==> src/rtl/sp_pkg.sv <==
// Package for the stack-pointer unit.
// Holds the op encodings seen on the op port and the FSM state type.
// Imported by sp_bounds_chk and sp_unit.
package sp_pkg;

    // Encodings 5-7 are decoded as NOP by the unit.
    typedef enum logic [2:0] {
        SP_OP_NOP  = 3'd0,
        SP_OP_PUSH = 3'd1,
        SP_OP_POP  = 3'd2,
        SP_OP_ADJ  = 3'd3,
        SP_OP_LOAD = 3'd4
    } sp_op_e;

    typedef enum logic {
        SP_RUN   = 1'b0,
        SP_FAULT = 1'b1
    } sp_state_e;

    // Candidate SP values carry two guard bits above AW.
    // The top bit is a sign, so results below 0 or above 2**AW-1 are
    // still ordered correctly against the bounds and never wrap.
    localparam int SP_GUARD_BITS = 2;

endpackage : sp_pkg

==> src/rtl/sp_bounds_chk.sv <==
// Combinational bounds checker for a candidate stack-pointer value.
// Ports:
//   nsp   in  AW+2  signed candidate SP (guard bits included)
//   limit in  AW    lowest legal SP
//   top   in  AW    highest legal SP
//   legal out 1     limit <= nsp <= top
//   ovf   out 1     nsp < limit
//   unf   out 1     nsp > top
module sp_bounds_chk
    import sp_pkg::*;
#(
    parameter int AW = 16
) (
    input  logic signed [AW+SP_GUARD_BITS-1:0] nsp,
    input  logic        [AW-1:0]               limit,
    input  logic        [AW-1:0]               top,
    output logic                               legal,
    output logic                               ovf,
    output logic                               unf
);

    // Bounds are zero-extended so both compares are signed against nsp.
    logic signed [AW+SP_GUARD_BITS-1:0] limit_x;
    logic signed [AW+SP_GUARD_BITS-1:0] top_x;

    assign limit_x = $signed({{SP_GUARD_BITS{1'b0}}, limit});
    assign top_x   = $signed({{SP_GUARD_BITS{1'b0}}, top});

    assign ovf   = (nsp < limit_x);
    assign unf   = (nsp > top_x);
    assign legal = !ovf && !unf;

endmodule : sp_bounds_chk

==> src/rtl/sp_unit.sv <==
// Parametrised stack-pointer unit for the LSU (full-descending stack).
// SP points at the last pushed item; SP_TOP is the empty value.
// Executes PUSH/POP/ADJ/LOAD, emits the accessed address for PUSH/POP,
// bounds-checks every op and holds a sticky fault until fault_clr.
// Ports:
//   clk       in  1   clock, all state on posedge
//   rst       in  1   synchronous active-high reset
//   op_valid  in  1   op strobe, sampled only while ready
//   op        in  3   0 NOP, 1 PUSH, 2 POP, 3 ADJ, 4 LOAD, 5-7 NOP
//   op_data   in  AW  ADJ signed offset / LOAD new SP
//   fault_clr in  1   leave FAULT and clear ovf/unf
//   ready     out 1   1 in RUN, 0 in FAULT
//   sp_q      out AW  current SP
//   addr_q    out AW  address of the last accepted PUSH/POP
//   addr_vld  out 1   one-cycle pulse with each accepted PUSH/POP
//   empty     out 1   sp_q == SP_TOP
//   full      out 1   sp_q == SP_LIMIT
//   ovf       out 1   sticky: an op went below SP_LIMIT
//   unf       out 1   sticky: an op went above SP_TOP
module sp_unit
    import sp_pkg::*;
#(
    parameter int              AW       = 16,
    parameter logic [AW-1:0]   SP_TOP   = AW'(16'h7FFF),
    parameter logic [AW-1:0]   SP_LIMIT = AW'(16'h7F00),
    parameter int              STEP     = 1
) (
    input  logic          clk,
    input  logic          rst,
    input  logic          op_valid,
    input  logic [2:0]    op,
    input  logic [AW-1:0] op_data,
    input  logic          fault_clr,
    output logic          ready,
    output logic [AW-1:0] sp_q,
    output logic [AW-1:0] addr_q,
    output logic          addr_vld,
    output logic          empty,
    output logic          full,
    output logic          ovf,
    output logic          unf
);

    localparam int NW = AW + SP_GUARD_BITS;
    localparam logic signed [NW-1:0] STEP_X = NW'(STEP);

    sp_state_e state_q, state_d;

    logic signed [NW-1:0] sp_x;
    logic signed [NW-1:0] nsp;
    logic                 is_exec;
    logic                 nsp_legal;
    logic                 nsp_ovf;
    logic                 nsp_unf;

    logic [AW-1:0] sp_d;
    logic [AW-1:0] addr_d;
    logic          addr_vld_d;
    logic          ovf_d;
    logic          unf_d;

    assign sp_x = $signed({{SP_GUARD_BITS{1'b0}}, sp_q});

    // Candidate next SP; only the four executing ops raise is_exec.
    // NOTE: every signal assigned in an always_comb gets a default at the top,
    // otherwise paths that skip an assignment infer a latch.
    always_comb begin
        nsp     = sp_x;
        is_exec = 1'b0;
        case (op)
            SP_OP_PUSH: begin nsp = sp_x - STEP_X; is_exec = 1'b1; end
            SP_OP_POP:  begin nsp = sp_x + STEP_X; is_exec = 1'b1; end
            SP_OP_ADJ:  begin
                nsp     = sp_x + $signed({{SP_GUARD_BITS{op_data[AW-1]}}, op_data});
                is_exec = 1'b1;
            end
            SP_OP_LOAD: begin
                nsp     = $signed({{SP_GUARD_BITS{1'b0}}, op_data});
                is_exec = 1'b1;
            end
            default:    begin nsp = sp_x; is_exec = 1'b0; end
        endcase
    end

    sp_bounds_chk #(.AW(AW)) u_bounds (
        .nsp   (nsp),
        .limit (SP_LIMIT),
        .top   (SP_TOP),
        .legal (nsp_legal),
        .ovf   (nsp_ovf),
        .unf   (nsp_unf)
    );

    // Next-state and register-update logic.
    always_comb begin
        state_d    = state_q;
        sp_d       = sp_q;
        addr_d     = addr_q;
        addr_vld_d = 1'b0;
        ovf_d      = ovf;
        unf_d      = unf;
        case (state_q)
            SP_RUN: begin
                // fault_clr has no effect here; the op proceeds normally.
                if (op_valid && is_exec) begin
                    if (nsp_legal) begin
                        sp_d = nsp[AW-1:0];
                        if (op == SP_OP_PUSH) begin
                            addr_d     = nsp[AW-1:0];
                            addr_vld_d = 1'b1;
                        end else if (op == SP_OP_POP) begin
                            addr_d     = sp_q;
                            addr_vld_d = 1'b1;
                        end
                    end else begin
                        ovf_d   = ovf | nsp_ovf;
                        unf_d   = unf | nsp_unf;
                        state_d = SP_FAULT;
                    end
                end
            end
            SP_FAULT: begin
                // Any op presented in this state, including with fault_clr, is dropped.
                if (fault_clr) begin
                    ovf_d   = 1'b0;
                    unf_d   = 1'b0;
                    state_d = SP_RUN;
                end
            end
            default: state_d = SP_RUN;
        endcase
    end

    // NOTE: sequential state uses non-blocking assignments so every register
    // samples the pre-edge values regardless of statement order.
    always_ff @(posedge clk) begin
        if (rst) begin
            state_q  <= SP_RUN;
            sp_q     <= SP_TOP;
            addr_q   <= '0;
            addr_vld <= 1'b0;
            ovf      <= 1'b0;
            unf      <= 1'b0;
        end else begin
            state_q  <= state_d;
            sp_q     <= sp_d;
            addr_q   <= addr_d;
            addr_vld <= addr_vld_d;
            ovf      <= ovf_d;
            unf      <= unf_d;
        end
    end

    assign ready = (state_q == SP_RUN);
    assign empty = (sp_q == SP_TOP);
    assign full  = (sp_q == SP_LIMIT);

endmodule : sp_unit

==> config.mk <==
export PLATFORM = sky130hd
export DESIGN_NAME = sp_unit
export DESIGN_NICKNAME = d
export VERILOG_FILES = /design/src/rtl/sp_pkg.sv /design/src/rtl/sp_bounds_chk.sv /design/src/rtl/sp_unit.sv
export SDC_FILE = /design/constraint.sdc
export NUM_CORES = 1
export LEC_CHECK = 0
export ABC_AREA = 1
export CELL_PAD_IN_SITES_DETAIL_PLACEMENT = 1
export CELL_PAD_IN_SITES_GLOBAL_PLACEMENT = 2
export CORE_ASPECT_RATIO = 0.7
export CORE_MARGIN = 10
export CORE_UTILIZATION = 30
export DETAILED_ROUTE_END_ITERATION = 12
export PLACE_DENSITY = 0.95
export SLEW_MARGIN = 25
export SYNTH_ARGS = -nofsm -noshare
export SYNTH_HDL_FRONTEND = slang
export SYNTH_SLANG_ARGS = --single-unit
==> constraint.sdc <==
create_clock -name clk -period 4.9 [get_ports clk]
set_input_delay 1.225 -clock clk [delete_from_list [all_inputs] [get_ports clk]]
set_output_delay 1.225 -clock clk [all_outputs]
set_load 0.05 [all_outputs]
==> results of run 1 <==
[cell families after synthesis]
logic type | Yosys count | synth area share
AND/OR/NAND/NOR | 430 | 0.488
buffers and inverters | 116 | 0.128
AO/OA/AOI/OAI | 82 | 0.115
flip-flops | 36 | 0.184
adder cells (fa/ha/maj) | 21 | 0.0692
XOR/XNOR | 7 | 0.0157
[power by group]
group          switching, mW  leakage [nW]  internal (mW)
clock                  0.134        0.0736          0.188
combinational          0.166          2.00         0.0860
sequential           0.00484         0.291          0.296
[sequential cells by signal (all words and copies together), names as in the netlist]
name / count
addr_q: 16
addr_vld: 1
ovf: 1
sp_q: 16
state_q: 1
unf: 1
[final timing paths]
check	depth (start not counted)	startpoint	end	slack (ns)
max	18	op_data[0]	addr_q[8]	0.67
min	2	addr_q[14]	addr_q[14]	0.45
max reg2reg	17	sp_q[0]	addr_q[8]	1.41
min reg2reg	2	addr_q[14]	addr_q[14]	0.45
[cell type report]
cell class,instances,share of cell area
repair buffers,68,0.138
well taps,162,0.0423
flip-flops and latches,36,0.150
clock buffers,5,0.0261
clock inverters,3,0.00392
multi-input cells,540,0.561
inverters,99,0.0786
[stage by stage]
stage               hold slack (ns)  std cells   util  area, um^2
floorplan                     0.443        692      -        3910
global placement              0.442        905  0.369        4650
detailed placement            0.450        905  0.369        4650
CTS                           0.458        913  0.380        4790
global route                  0.487        913  0.380        4790
finish                        0.450        913  0.380        4790
[cell usage in the layout (no fill, tap or decap), drive strengths merged, types with 2 or more instances in the layout]
cell type	n
xor2	6
o22ai	3
clkbuf	5
nor3	12
or2	3
nand3	85
o21a	2
nand4	12
clkinv	7
nor2	99
o21ai	35
nand2	217
dfxtp	36
inv	95
ha	20
buf	8
clkdlybuf4s50	60
a21oi	33
o21bai	2
[worst max-delay path: stages]
cell	delay, ns
clkdlybuf4s50_1	0.49
ha_1	0.25
inv_1	0.08
fa_1	0.40
inv_1	0.09
nand3_1	0.08
nand2_1	0.18
nand3_1	0.15
nand4_1	0.11
nand3_1	0.15
nand2_1	0.10
nor2_1	0.04
nor2_1	0.14
nand2_1	0.13
nor2_4	0.15
nand4_4	0.34
nor2_1	0.23
nor2_1	0.07
[layer usage]
metal / share of wire / global-route usage / up-vias
met5: 0 / 0 / -
met4: 0.0047 / 0.0219 / 0
met3: 0.063 / 0.0411 / 8
met2: 0.42 / 0.284 / 132
li1: - / - / 2336
met1: 0.51 / 0.262 / 2291
==> impl_metrics.csv, run 1 <==
group,metric,value,unit
timing,setup_tns,0,ns
global_route,grt_pass1_wl,26900,um
die,initial_utilization,0.310,
logic_synthesis,yosysSeqAreaShare,0.184,
routing,drt_wl_total,16700,um
die,coreArea,0.0126,mm^2
finish,nets,794,
critical_path,crit_required,5.07,ns
die,die_x,156,um
power,max-vdd-ir-drop,0.113,mV
flow_run,max_cap_violations,0,
timing,max_freq,0.236,GHz
finish,antenna_cells,0,
critical_path,crit_arrival,4.41,ns
place,gp_congestion,0.925,
routing,num_vias,4767,
global_route,overflow,0,
clock_network,clkTransAtPathRegs,0.06,ns
routing,drtIter0Drc,366,
routing,postRouteAntennaNets,0,
die,top_level_ports,61,
die,die_y,115,um
logic_synthesis,synthesis.nets,736,
logic_synthesis,synthCells,692,
global_route,grtUsageTotal,0.184,
finish,drive_gt1_frac,0.0613,
outcome,status,"finished clean",
routing,wl_per_cell,18.2,um
critical_path,critPathLaunchType,"input port",
global_route,grt_pass1_vias,4904,
die,rows,34,
place,port_buffers,60,
routing,first_pass_iters,5,
finish,multiInputGateArea,0.00269,mm^2
clock_network,clockBufferDepth,2,
global_route,grt_max_degree,29,
logic_synthesis,synth_ff_type,"dfxtp_1",
timing,setup_viol,0,
logic_synthesis,syn_area_per_cell,5.64,um^2
worst_hold_path,holdCritPathClass,"reg2reg",
critical_path,worstPathMaxFanout,27,
power,power.leakage,2.36,nW
clock_network,cts.sinks,36,
clock_network,cts_tree,"done",
timing,fin_crit_sh,0.864,
timing,rsz0062_at_grt,"no",
place,hpwl,13500,um
clock_network,clock_latency,0.29,ns
logic_synthesis,synth_cell_types,42,
timing,period_needed,4.23,ns
timing,worstMarginPinSlew,0.716,ns
finish,syn2layout_area_growth,22.6,%
timing,hold_viol_final,0,
routing,drc_errors,0,
die,die_area,0.0181,mm^2
clock_network,cts-root-buf,"clkbuf_16",
power,finalPower,873,uW
clock_network,htree_levels,2,
clock_network,cts_hold_buf,0,
logic_synthesis,yosys.cell_count.top_type,"nand2_1",
timing,slew_headroom,0.522,
clock_network,cts.repair.resized,0,
logic_synthesis,syn_area,0.00391,mm^2
place,post-place-ws,0.412,ns
timing,fin_ws,0.666,ns
critical_path,endpoint_kind,"register",
logic_synthesis,async_flop_share,0,
clock_network,cts_made_buffers,5,
timing,finalClockSkew,0.00526,ns
logic_synthesis,synth_top_cell_area_share,0.200,
clock_network,post_cts_buffers,0,
timing,slew_viol_final,0,
routing,viasPerCell,5.22,
logic_synthesis,synthTopCellsByArea,"nand2_1 (20%), dfxtp_1 (18%), nand3_1 (11%)",
finish,final.fill_count,1723,
finish,seqCellArea,721,um^2
critical_path,criticalPathCategory,"in2reg",
logic_synthesis,synth_edf_count,0,
logic_synthesis,yosys-top-cells-count,"nand2_1 (208), inv_1 (91), nor2_1 (90)",
power,p_per_area,182,mW/mm^2
logic_synthesis,yosysWarnings,0,
global_route,antenna_found_initial,0,
logic_synthesis,synth-seq-cells,36,
logic_synthesis,synth_top_cell_by_area,"nand2_1",
No activity file was read; power rests on OpenSTA's default activity.
==> inputs of run 2 (changes only) <==
--- a/config.mk
+++ b/config.mk
@@ -6,12 +6,14 @@
 export NUM_CORES = 1
 export LEC_CHECK = 0
 export ABC_AREA = 1
+export CAP_MARGIN = 20
 export CELL_PAD_IN_SITES_DETAIL_PLACEMENT = 1
 export CELL_PAD_IN_SITES_GLOBAL_PLACEMENT = 2
 export CORE_ASPECT_RATIO = 0.7
 export CORE_MARGIN = 10
 export CORE_UTILIZATION = 30
 export DETAILED_ROUTE_END_ITERATION = 12
+export GPL_ROUTABILITY_DRIVEN = 0
 export PLACE_DENSITY = 0.95
 export SLEW_MARGIN = 25
 export SYNTH_ARGS = -nofsm -noshare
==> impl_metrics.csv, run 2 (same netlist as run 1, synthesis figures left out) <==
group,metric,value,unit
power,power.leakage,2.38,nW
flow_run,max_cap_violations,0,
power,p_sw,295,uW
power,clkPwrFrac,0.418,
critical_path,crit_arrival,4.36,ns
global_route,grt_pass1_wl,26100,um
global_route,antenna_found_initial,0,
clock_network,cts-root-buf,"clkbuf_16",
clock_network,cts_made_buffers,5,
place,post-place-ws,0.458,ns
routing,first_pass_iters,5,
finish,nets,793,
critical_path,crit_required,5.07,ns
timing,slew_headroom,0.546,
timing,max_freq,0.239,GHz
outcome,status,"finished clean",
critical_path,endpoint_kind,"register",
die,die_x,156,um
timing,worstMarginPinSlew,0.681,ns
routing,drtIter0Drc,324,
place,hpwl,13200,um
clock_network,cts_hold_buf,0,
clock_network,clkTransAtPathRegs,0.06,ns
routing,viasPerCell,5.21,
timing,fin_crit_sh,0.854,
global_route,grtUsageTotal,0.179,
clock_network,cts_tree,"done",
global_route,grt_pass1_vias,4799,
die,die_area,0.0181,mm^2
clock_network,clock_latency,0.29,ns
critical_path,criticalPathCategory,"in2reg",
finish,final_common_cell,"nand2_1",
finish,syn2layout_area_growth,23.4,%
global_route,overflow,0,
routing,drc_errors,0,
finish,fin_util,0.383,
place,placed_cell_area,0.00464,mm^2
die,top_level_ports,61,
power,p_per_area,196,mW/mm^2
clock_network,cts.repair.resized,0,
routing,drt_wl_total,16300,um
die,rows,34,
critical_path,cpPeakStageDelay,0.49,ns
power,max-vdd-ir-drop,0.137,mV
timing,setup_tns,0,ns
finish,most-common-layout-cells,"nand2_1 (208), inv_1 (91), nor2_1 (90), nand3_1 (83), clkdlybuf4s50_1 (60)",
finish,antenna_cells,0,
place,port_buffers,60,
die,coreArea,0.0126,mm^2
clock_network,clockBufferDepth,2,
timing,period_needed,4.18,ns
worst_hold_path,holdCritPathClass,"reg2reg",
finish,drive_gt1_frac,0.0600,
finish,top_regs,"addr_q (16), sp_q (16)",
power,p_int,649,uW
critical_path,critPathSlowestCell,"clkdlybuf4s50_1",
die,die_y,115,um
die,initial_utilization,0.310,
critical_path,cp_num_buf_inv,3,
finish,final_cell_area,0.00482,mm^2
routing,num_vias,4755,
timing,finalClockSkew,0.0102,ns
timing,slew_viol_final,0,
critical_path,path_cells,"clkdlybuf4s50_1 > ha_1 > inv_1 > fa_1 > inv_1 > nand3_1 > nand2_1 > nand3_1 > nand4_1 > nand3_1 > nand2_1 > nor2_1 > nor2_1 > nand2_1 > nor2_4 > nand4_4 > and3_1",
clock_network,htree_levels,2,
critical_path,worstPathMaxFanout,27,
power,p_sw_frac,0.312,
critical_path,cp_top_family,"simple AND/OR/NAND/NOR gates",
timing,rsz0062_at_grt,"no",
clock_network,cts.sinks,36,
timing,setup_viol,0,
timing,fin_ws,0.715,ns
power,comb_power_share,0.264,
critical_path,critPathLaunchType,"input port",
global_route,grt_max_degree,29,
power,seqPwrFrac,0.318,
clock_network,post_cts_buffers,0,
routing,wl_per_cell,17.9,um
routing,postRouteAntennaNets,0,
timing,hold_viol_final,0,
[run 2: cell count changes in the layout (fill, tap and decap cells not counted)]
cell       delta
bufinv_16     +1
clkbuf_8      +2
clkinv_4      -1
clkinv_2      -2
buf_4         -1
[run 2: path summary, 6_finish.rpt]
kind / depth (start not counted) / endpoint / slack [ns] / start
max: 17 / addr_q[15] / 0.72 / op_data[0]
min: 2 / addr_q[14] / 0.45 / addr_q[14]
max reg2reg: 16 / addr_q[15] / 1.49 / sp_q[0]
min reg2reg: 2 / addr_q[14] / 0.45 / addr_q[14]
[run 2: through the flow]
stage	cells	total power, mW	hold WS, ns
after global routing	912	0.992	0.475
after global placement	904	0.545	0.443
after CTS	912	0.949	0.453
after floorplan	692	0.466	0.443
after detailed placement	904	0.551	0.444
final	912	0.943	0.450
[run 2: final cells by class]
cell class              count  area (um^2)
fillers                  1744         7770
multi-input cells         540         2690
flip-flops and latches     36          721
repair buffers             67          653
inverters                  99          377
well taps                 162          203
clock buffers               7          153
clock inverters             1         30.0
[run 2: worst reg2reg max path, delay by kind of cell, from the launching register on]
family,cells,cell delay [ns]
and+or+nand+nor,12,1.83
adders and majority gates,2,0.71
buffers and inverters,2,0.17
DFF,1,0.57
[run 2: per-layer routing]
| metal | vias up | track usage | share of wire | routed length [um] |
|---|---|---|---|---|
| li1 | 2336 | - | - | - |
| met1 | 2278 | 0.257 | 0.51 | 8290 |
| met2 | 131 | 0.274 | 0.42 | 6930 |
| met3 | 10 | 0.0385 | 0.059 | 965 |
| met4 | 0 | 0.0270 | 0.0085 | 138 |
| met5 | - | 0 | 0 | 0 |
[run 2: power by group through the flow]
stage	logic, mW	registers [mW]	clock network [mW]
floorplan	0.153	0.313	0
global placement	0.238	0.307	0
detailed placement	0.244	0.307	0
CTS	0.246	0.300	0.403
global route	0.276	0.301	0.415
finish	0.249	0.300	0.394
